[src/rtl/final_project_fb_arbiter.sv]
// Framebuffer write-port arbiter for the draw, play and erase engines.
// Erase has absolute priority; draw and play share round-robin with a burst cap.
module final_project_fb_arbiter #(
    parameter int H_RES     = 160,
    parameter int V_RES     = 120,
    parameter int X_W       = 8,
    parameter int Y_W       = 7,
    parameter int COLOR_W   = 3,
    parameter int ADDR_W    = 15,
    parameter int MAX_BURST = 16
) (
    input  logic                 clk,
    input  logic                 rst,
    input  logic                 en_draw,
    input  logic                 en_play,
    input  logic                 en_erase,
    input  logic [2:0]           req,
    input  logic [3*X_W-1:0]     x_in,
    input  logic [3*Y_W-1:0]     y_in,
    input  logic [3*COLOR_W-1:0] color_in,
    output logic [2:0]           grant,
    output logic [2:0]           ack,
    output logic                 fb_we,
    output logic [ADDR_W-1:0]    fb_addr,
    output logic [COLOR_W-1:0]   fb_data,
    output logic                 busy
);

    localparam int CNT_W = $clog2(MAX_BURST + 1);
    localparam logic [CNT_W-1:0] CNT_MAX = CNT_W'(MAX_BURST);
    localparam logic [ADDR_W-1:0] H_RES_A = ADDR_W'(H_RES);
    localparam logic [X_W:0] X_LIM = (X_W + 1)'(H_RES);
    localparam logic [Y_W:0] Y_LIM = (Y_W + 1)'(V_RES);

    typedef enum logic [1:0] {
        IDLE,
        OWN,
        SWITCH
    } state_t;

    state_t           state;
    logic [1:0]       owner;
    logic             rr_last;
    logic [CNT_W-1:0] burst_cnt;

    logic [2:0]         elig;
    logic [X_W-1:0]     x_sel;
    logic [Y_W-1:0]     y_sel;
    logic [COLOR_W-1:0] c_sel;
    logic [ADDR_W-1:0]  addr_calc;
    logic [CNT_W-1:0]   cnt_next;
    logic [1:0]         win;
    logic               own_elig;
    logic               others;
    logic               at_max;
    logic               leave;
    logic               in_range;

    assign busy = (state != IDLE);

    always_comb begin
        elig = req & {en_erase, en_play, en_draw};
        ack  = grant & elig;
        x_sel = '0;
        y_sel = '0;
        c_sel = '0;
        for (int i = 0; i < 3; i++) begin
            if (grant[i]) begin
                x_sel = x_in[i*X_W +: X_W];
                y_sel = y_in[i*Y_W +: Y_W];
                c_sel = color_in[i*COLOR_W +: COLOR_W];
            end
        end
        in_range  = ({1'b0, x_sel} < X_LIM) && ({1'b0, y_sel} < Y_LIM);
        addr_calc = ADDR_W'(y_sel) * H_RES_A + ADDR_W'(x_sel);
    end

    always_comb begin
        own_elig = |ack;
        others   = |(elig & ~grant);
        if (!own_elig)
            cnt_next = burst_cnt;
        else if (burst_cnt == CNT_MAX)
            cnt_next = CNT_MAX;
        else
            cnt_next = burst_cnt + CNT_W'(1);
        at_max = (cnt_next == CNT_MAX);
        leave  = !own_elig
               || (!grant[2] && elig[2])
               || (at_max && others);
    end

    // rr_last set means play was the most recent draw/play owner
    always_comb begin
        if (elig[2])
            win = 2'd2;
        else if (elig[0] && (!elig[1] || rr_last))
            win = 2'd0;
        else
            win = 2'd1;
    end

    always_ff @(posedge clk) begin
        if (rst) begin
            state     <= IDLE;
            grant     <= '0;
            owner     <= '0;
            rr_last   <= 1'b1;
            burst_cnt <= '0;
            fb_we     <= 1'b0;
            fb_addr   <= '0;
            fb_data   <= '0;
        end else begin
            fb_we <= 1'b0;
            if (own_elig) begin
                fb_we <= in_range;
                if (in_range) begin
                    fb_addr <= addr_calc;
                    fb_data <= c_sel;
                end
            end
            case (state)
                IDLE: begin
                    if (|elig) begin
                        grant     <= 3'b001 << win;
                        owner     <= win;
                        burst_cnt <= '0;
                        state     <= OWN;
                    end
                end
                OWN: begin
                    if (leave) begin
                        grant     <= '0;
                        burst_cnt <= '0;
                        state     <= SWITCH;
                    end else if (at_max) begin
                        burst_cnt <= '0;
                    end else begin
                        burst_cnt <= cnt_next;
                    end
                end
                SWITCH: begin
                    if (owner != 2'd2)
                        rr_last <= owner[0];
                    state <= IDLE;
                end
                default: begin
                    grant <= '0;
                    state <= IDLE;
                end
            endcase
        end
    end

endmodule

[config.mk]
export PLATFORM = sky130hd
export DESIGN_NAME = final_project_fb_arbiter
export DESIGN_NICKNAME = d
export VERILOG_FILES = /design/src/rtl/final_project_fb_arbiter.sv
export SDC_FILE = /design/constraint.sdc
export NUM_CORES = 1
export LEC_CHECK = 0
export ABC_AREA = 1
export CAP_MARGIN = 20
export CORE_UTILIZATION = 49
export CTS_CLUSTER_DIAMETER = 200
export DETAILED_ROUTE_END_ITERATION = 16
export PLACE_DENSITY = 0.85
export SLEW_MARGIN = 5
export SYNTH_ARGS = -nofsm -noshare
export SYNTH_HDL_FRONTEND = slang
export SYNTH_SLANG_ARGS = --single-unit
[constraint.sdc]
create_clock -name clk -period 4.8 [get_ports clk]
set_input_delay 0.72 -clock clk [delete_from_list [all_inputs] [get_ports clk]]
set_output_delay 0.72 -clock clk [all_outputs]
set_load 0.05 [all_outputs]
==> results.yml, run 1 <==
outcome:
  outcome: "finished clean"
routing:
  drt-initial-drc-count: 144
  vias_per_cell: 5.205
  wl_per_cell_microns: 12.61
  drtAntennaViolNets: 0
  firstDrtPassIters: 5
  wirelength_mm: 6.404
  met3_length_microns: 310
  met2_length_mm: 3.223
  drc_errors: 0
  met1_length_mm: 2.800
  vias: 2644
  topRoutingLayerUsed: "met4"
clocking:
  max-clock-path-buffers: 2
  cts_tree: "built"
  clkLatencyLatePin_ns: 0.28
  path_clk_slew_ns: 0.07
  clkSinkCount: 32
  numCtsBuffers: 5
  h-tree-depth: 2
  clockRootBuffer: "clkbuf_8"
  post_cts_resized: 0
  ctsHoldBuffers: 0
  cts_setup_buffers: 0
power_and_ir_drop:
  ir_drop_mv: 0.1414
  switchingPower_mw: 0.2836
  internal_power_mw: 0.5894
  power_frac_comb_pct: 34.5
  p_leak_nw: 1.508
  powerDensity_nw_per_um2: 254.3
  pwr-share-seq_pct: 33.3
  sw_frac_of_total_pct: 32.49
  clockPowerShare_pct: 32.2
synth:
  synth_nets: 434
  yosys_warnings: 0
  synth_area_sq_um: 2415
  syn_inst: 358
  seq_area_frac_synth_pct: 26.53
  ys_ff_latch: 32
  synth.avg_cell_area_sq_um: 6.745
  yosys.cell_types.count: 41
setup_path:
  crit_family: "adder cells"
  crit_type: "flip-flop to flip-flop"
  ff2ff_path_depth: 12
  cp.depth: 12
  cp.arrival_ns: 3.33
  cp_slowest_cell: "dfxtp_1"
  cp-end-kind: "flip-flop"
  crit_fanout: 31
  cp_cell_sequence: "inv_2 -> o21ai_2 -> xnor2_1 -> ha_1 -> fa_1 -> xor2_1 -> inv_1 -> nor2_1 -> nand3_1 -> xor2_1 -> nor2_1 -> nor2_1"
  start_kind: "flip-flop"
  cp_common_cell: "nor2_1"
  critPathMaxStageDelay_ns: 0.62
  critPathBufInv: 2
  critPathRequiredTime_ns: 4.98
placement:
  gp_congestion: 0.9109
  dp_slack_ns: 1.509
  port_buffers: 87
  dp_hpwl_mm: 4.974
sta:
  grt_setup_unrepaired: "no"
  clock.fmax_ghz: 0.3173
  fin_setup_tns_ns: 0
  setup_viol: 0
  tightest_slew_ns: 0.6025
  relSlewSlack_pct: 59.79
  skew_ns: 0.004707
  timing.final.hold_violations: 0
  fin_ws_ns: 1.648
  layout_min_cycle_time_ns: 3.152
  period_share_pct: 65.66
  final_max_slew_viol_count: 0
floorplanning:
  die_x_microns: 72.20
  boundaryPins: 88
  die-area_sq_um: 5213
  start_util_pct: 51.13
  row_count: 25
  coreArea_sq_um: 4723
  die_y_microns: 72.20
final_layout:
  fill_cells: 380
  n_antenna_cell: 0
  mostFrequentLayoutCells: "96 x nand2_1, 87 x clkdlybuf4s50_1, 35 x nor2_1, 32 x nand3_1, 32 x dfxtp_1"
  syn2layout_area_growth_pct: 42.18
  drive_gt1_share_pct: 8.617
  layout_commonest_cell: "nand2_1"
  nets: 516
run:
  max_cap_viol_count: 0
global_routing:
  antenna_found_initial: 0
  grt_usage_pct: 24.80
  grt_max_degree: 32
  grt_pass1_vias: 2391
  grt_pass1_wl_mm: 10.26
  overflow: 0
worst_hold_path:
  hold_path.class: "flip-flop to flip-flop"
  holdPathStages: 2
[state kept, by name, summed over array words and instances (netlist names)]
| name | cells |
|---|---|
| fb_addr | 15 |
| fb_we | 1 |
| state | 2 |
| grant | 3 |
| fb_data | 3 |
| owner | 2 |
| rr_last | 1 |
| burst_cnt | 5 |
[worst register-to-register path, cell delays in order, from the launching register on]
cell     delay (ns)
dfxtp_1        0.62
inv_2          0.37
o21ai_2        0.41
xnor2_1        0.14
ha_1           0.24
fa_1           0.40
xor2_1         0.24
inv_1          0.10
nor2_1         0.11
nand3_1        0.11
xor2_1         0.18
nor2_1         0.08
nor2_1         0.05
[per-layer routing]
metal / GRT usage, % / up-vias
met5: 0 / -
met4: 4.793 / 0
met3: 4.722 / 7
met2: 44.76 / 78
met1: 30.74 / 1208
li1: - / 1351
[synth_stat cells]
master,instances,area (sq um)
dfxtp_1,32,640.6
nand3b_1,2,15.01
o22ai_2,1,12.51
a22oi_1,4,30.03
nand2_2,6,37.54
nor3_1,1,5.000
o22ai_1,1,6.260
inv_1,28,105.1
o2bb2ai_1,2,17.52
nor2_1,35,131.4
a21boi_1,2,15.01
nor2_4,3,33.78
o22ai_4,1,20.02
nand3_1,32,160.2
nand3_4,2,35.03
xnor2_1,2,17.52
fa_1,2,40.04
xor2_1,8,70.07
o21ai_1,9,45.04
nand4_1,9,56.30
buf_1,1,3.750
o21ai_4,1,16.27
o211ai_1,1,7.510
nand3b_2,1,11.26
buf_2,2,10.01
nand2_1,96,360.4
o21a_1,2,15.01
o21ai_0,16,80.08
o21ai_2,2,17.52
buf_6,2,22.52
a21oi_2,1,8.760
clkbuf_1,7,26.28
buf_4,1,7.510
inv_2,3,11.26
nor2_2,2,12.51
nand3_2,4,40.04
a31oi_1,1,6.260
a21oi_1,19,95.09
or2_2,1,6.260
nor3b_2,1,12.51
ha_1,12,150.1
[through the flow]
step	util, %	power (mW)	instances	instance area [sq um]	hold slack (ns)
after floorplan	-	0.4889	358	2415	0.4375
after global placement	70.01	0.5878	500	3307	0.4534
after detailed placement	70.01	0.5954	500	3307	0.4551
after CTS	72.69	0.8740	508	3433	0.4715
after global routing	72.69	0.9136	508	3433	0.4957
final	72.69	0.8730	508	3433	0.4737
[logic make-up (layout without fill, tap and decap cells)]
| family | after synthesis | count (layout) | synth area share [%] |
|---|---|---|---|
| AOI/OAI and AO/OA | 63 | 63 | 16.27 |
| xor gates and xnor gates | 10 | 10 | 3.627 |
| adders and majority gates | 14 | 14 | 7.876 |
| buffers and inverters | 44 | 127 | 7.720 |
| DFF | 32 | 32 | 26.53 |
| and+or+nand+nor | 195 | 195 | 37.98 |
[power groups by stage]
| stage | clock network, mW | logic [mW] | registers, mW |
|---|---|---|---|
| 2_1_floorplan | 0 | 0.164 | 0.325 |
| 3_3_place_gp | 0 | 0.292 | 0.296 |
| 5_1_grt | 0.294 | 0.328 | 0.292 |
| 6_report | 0.281 | 0.301 | 0.291 |
| 4_1_cts | 0.283 | 0.301 | 0.291 |
| 3_5_place_dp | 0 | 0.299 | 0.297 |
[path summary, 6_finish.rpt]
path               from     endpoint  slack (ns)
max            grant[2]  fb_addr[12]        1.65
min          fb_addr[2]   fb_addr[2]        0.47
max reg2reg    grant[2]  fb_addr[12]        1.65
min reg2reg  fb_addr[2]   fb_addr[2]        0.47
[area by class of cell]
| cell class | count | area, sq um | area share [%] |
|---|---|---|---|
| well taps | 67 | 83.83 | 2.442 |
| clock buffers | 7 | 96.34 | 2.806 |
| multi-input cells | 282 | 1588 | 46.25 |
| clock inverters | 1 | 30.03 | 0.8746 |
| repair buffers | 88 | 878.3 | 25.58 |
| flip-flops and latches | 32 | 640.6 | 18.66 |
| inverters | 31 | 116.4 | 3.389 |
(Power assumes the default switching activity.)
==> run 2, diff against run 1 <==
- CORE_UTILIZATION: 49 -> 45
- PLACE_DENSITY: 0.85 -> 0.79
- clock period: 4.8 -> 3.3 ns (I/O delays scaled with it)
==> results.yml, run 2 (synthesized netlist as in run 1, its figures left out) <==
floorplanning:
  die_x_microns: 75.26
  die_y_microns: 75.26
  coreArea_sq_um: 5140
  row_count: 26
  start_util_pct: 46.98
  boundaryPins: 88
  die-area_sq_um: 5663
worst_hold_path:
  holdPathStages: 2
  holdPathEnd: "fb_data[2]"
  hold_path.class: "flip-flop to flip-flop"
  hold_start: "fb_data[2]"
setup_path:
  reg2reg_to: "fb_addr[13]"
  start_kind: "flip-flop"
  r2r_slack_ns: 0.44
  ff2ff_path_depth: 15
  cp-end-kind: "flip-flop"
  crit_fanout: 14
  crit_type: "flip-flop to flip-flop"
  crit_path_start: "grant[1]"
  cp.arrival_ns: 3.05
  critPathRequiredTime_ns: 3.48
  worstReg2RegStart: "grant[1]"
placement:
  gp_congestion: 0.8832
  dpl-instance-area_sq_um: 3356
  post-place-cells: 509
  port_buffers: 87
  dp_hpwl_mm: 5.254
sta:
  period_share_pct: 86.80
  relSlewSlack_pct: 64.00
  setup_viol: 0
  timing.final.hold_violations: 0
  final_max_slew_viol_count: 0
  grt_setup_unrepaired: "no"
  tightest_slew_ns: 0.5383
  clock.fmax_ghz: 0.3491
  whs_ns: 0.4760
  skew_ns: 0.003383
  layout_min_cycle_time_ns: 2.864
  fin_setup_tns_ns: 0
power_and_ir_drop:
  p_leak_nw: 1.530
  clockPowerShare_pct: 29.9
  switchingPower_mw: 0.4197
  power_frac_comb_pct: 36.6
  ir_drop_mv: 0.2151
  powerDensity_nw_per_um2: 358.0
  pwr-share-seq_pct: 33.5
  internal_power_mw: 0.8200
  sw_frac_of_total_pct: 33.86
clocking:
  path_clk_slew_ns: 0.07
  numCtsBuffers: 5
  clockRootBuffer: "clkbuf_8"
  clkSinkCount: 32
  cts_tree: "built"
  ctsHoldBuffers: 0
  post_cts_resized: 0
  max-clock-path-buffers: 2
  cts_setup_buffers: 0
  clkLatencyLatePin_ns: 0.28
  h-tree-depth: 2
final_layout:
  finalInstanceArea_sq_um: 3463
  fin_cells: 517
  drive_gt1_share_pct: 9.620
  largest_register: "fb_addr"
  largest_reg_flops: 15
  mostFrequentLayoutCells: "96 x nand2_1, 87 x clkdlybuf4s50_1, 35 x nor2_1, 32 x nand3_1, 32 x dfxtp_1"
  largest_registers: "fb_addr: 15 flops, burst_cnt: 5 flops"
  nets: 522
  syn2layout_area_growth_pct: 43.42
  n_antenna_cell: 0
  layout_commonest_cell: "nand2_1"
routing:
  vias_per_cell: 5.182
  firstDrtPassIters: 4
  vias: 2679
  drt-initial-drc-count: 146
  wirelength_mm: 6.832
  drtAntennaViolNets: 0
  drc_errors: 0
  wl_per_cell_microns: 13.21
global_routing:
  antenna_found_initial: 0
  grt_usage_pct: 25.37
  grt_pass1_wl_mm: 10.95
  grt_pass1_vias: 2497
  overflow: 0
  grt_max_degree: 21
run:
  max_cap_viol_count: 0
outcome:
  outcome: "finished clean"
[run 2: cell count changes in the layout (fill, tap and decap cells not counted)]
cell,delta
clkbuf_8,-2
buf_4,+6
clkinv_2,+1
clkbuf_1,+1
[run 2: critical path, cell delays in order, from the launching register on]
cell and delay (ns):
dfxtp_1 0.42, buf_4 0.28, a22oi_1 0.12, nand2_1 0.08, o21a_1 0.23, xnor2_1 0.12
ha_1 0.26, fa_1 0.41, xor2_1 0.23, nand3_1 0.15, nor2_1 0.13, nand3_1 0.10
nand2_1 0.07, nand3_1 0.07, nand2_1 0.06, inv_1 0.04
[run 2: area by class of cell]
cell class / count / area, sq um
Timing Repair Buffer: 94 / 923.4
Fill cell: 478 / 1677
Clock buffer: 6 / 72.57
Inverter: 31 / 116.4
Clock inverter: 2 / 35.03
Multi-Input combinational cell: 282 / 1588
Tap cell: 70 / 87.58
Sequential cell: 32 / 640.6
[run 2: how the worst max path moves through the flow]
stage	to	slack, ns
global route	fb_addr[13]	0.22
finish	fb_addr[13]	0.44
global placement	fb_addr[12]	0.32
detailed placement	fb_addr[13]	0.23
floorplan	fb_addr[12]	0.14
CTS	fb_addr[13]	0.44
[run 2: metrics by stage]
step           setup WS (ns)  util (%)  power (mW)
2_1_floorplan         0.1376         -      0.7111
3_3_place_gp          0.3202     65.29      0.8638
3_5_place_dp          0.2264     65.29      0.8738
4_1_cts               0.4378     67.38       1.241
5_1_grt               0.2203     67.38       1.302
6_report              0.4356     67.38       1.240
[run 2: per-layer routing]
layer,wire length [microns],global-route usage (%),up-vias
met5,0,0,-
met3,300,4.016,15
li1,-,-,1364
met4,149,9.877,0
met1,2810,29.27,1231
met2,3572,46.85,69
[run 2: power by group through the flow]
stage | Clock, mW | Combinational, mW | Sequential (mW)
floorplan | 0 | 0.238 | 0.473
global placement | 0 | 0.440 | 0.424
detailed placement | 0 | 0.449 | 0.424
CTS | 0.372 | 0.454 | 0.416
global route | 0.386 | 0.498 | 0.418
finish | 0.370 | 0.454 | 0.416
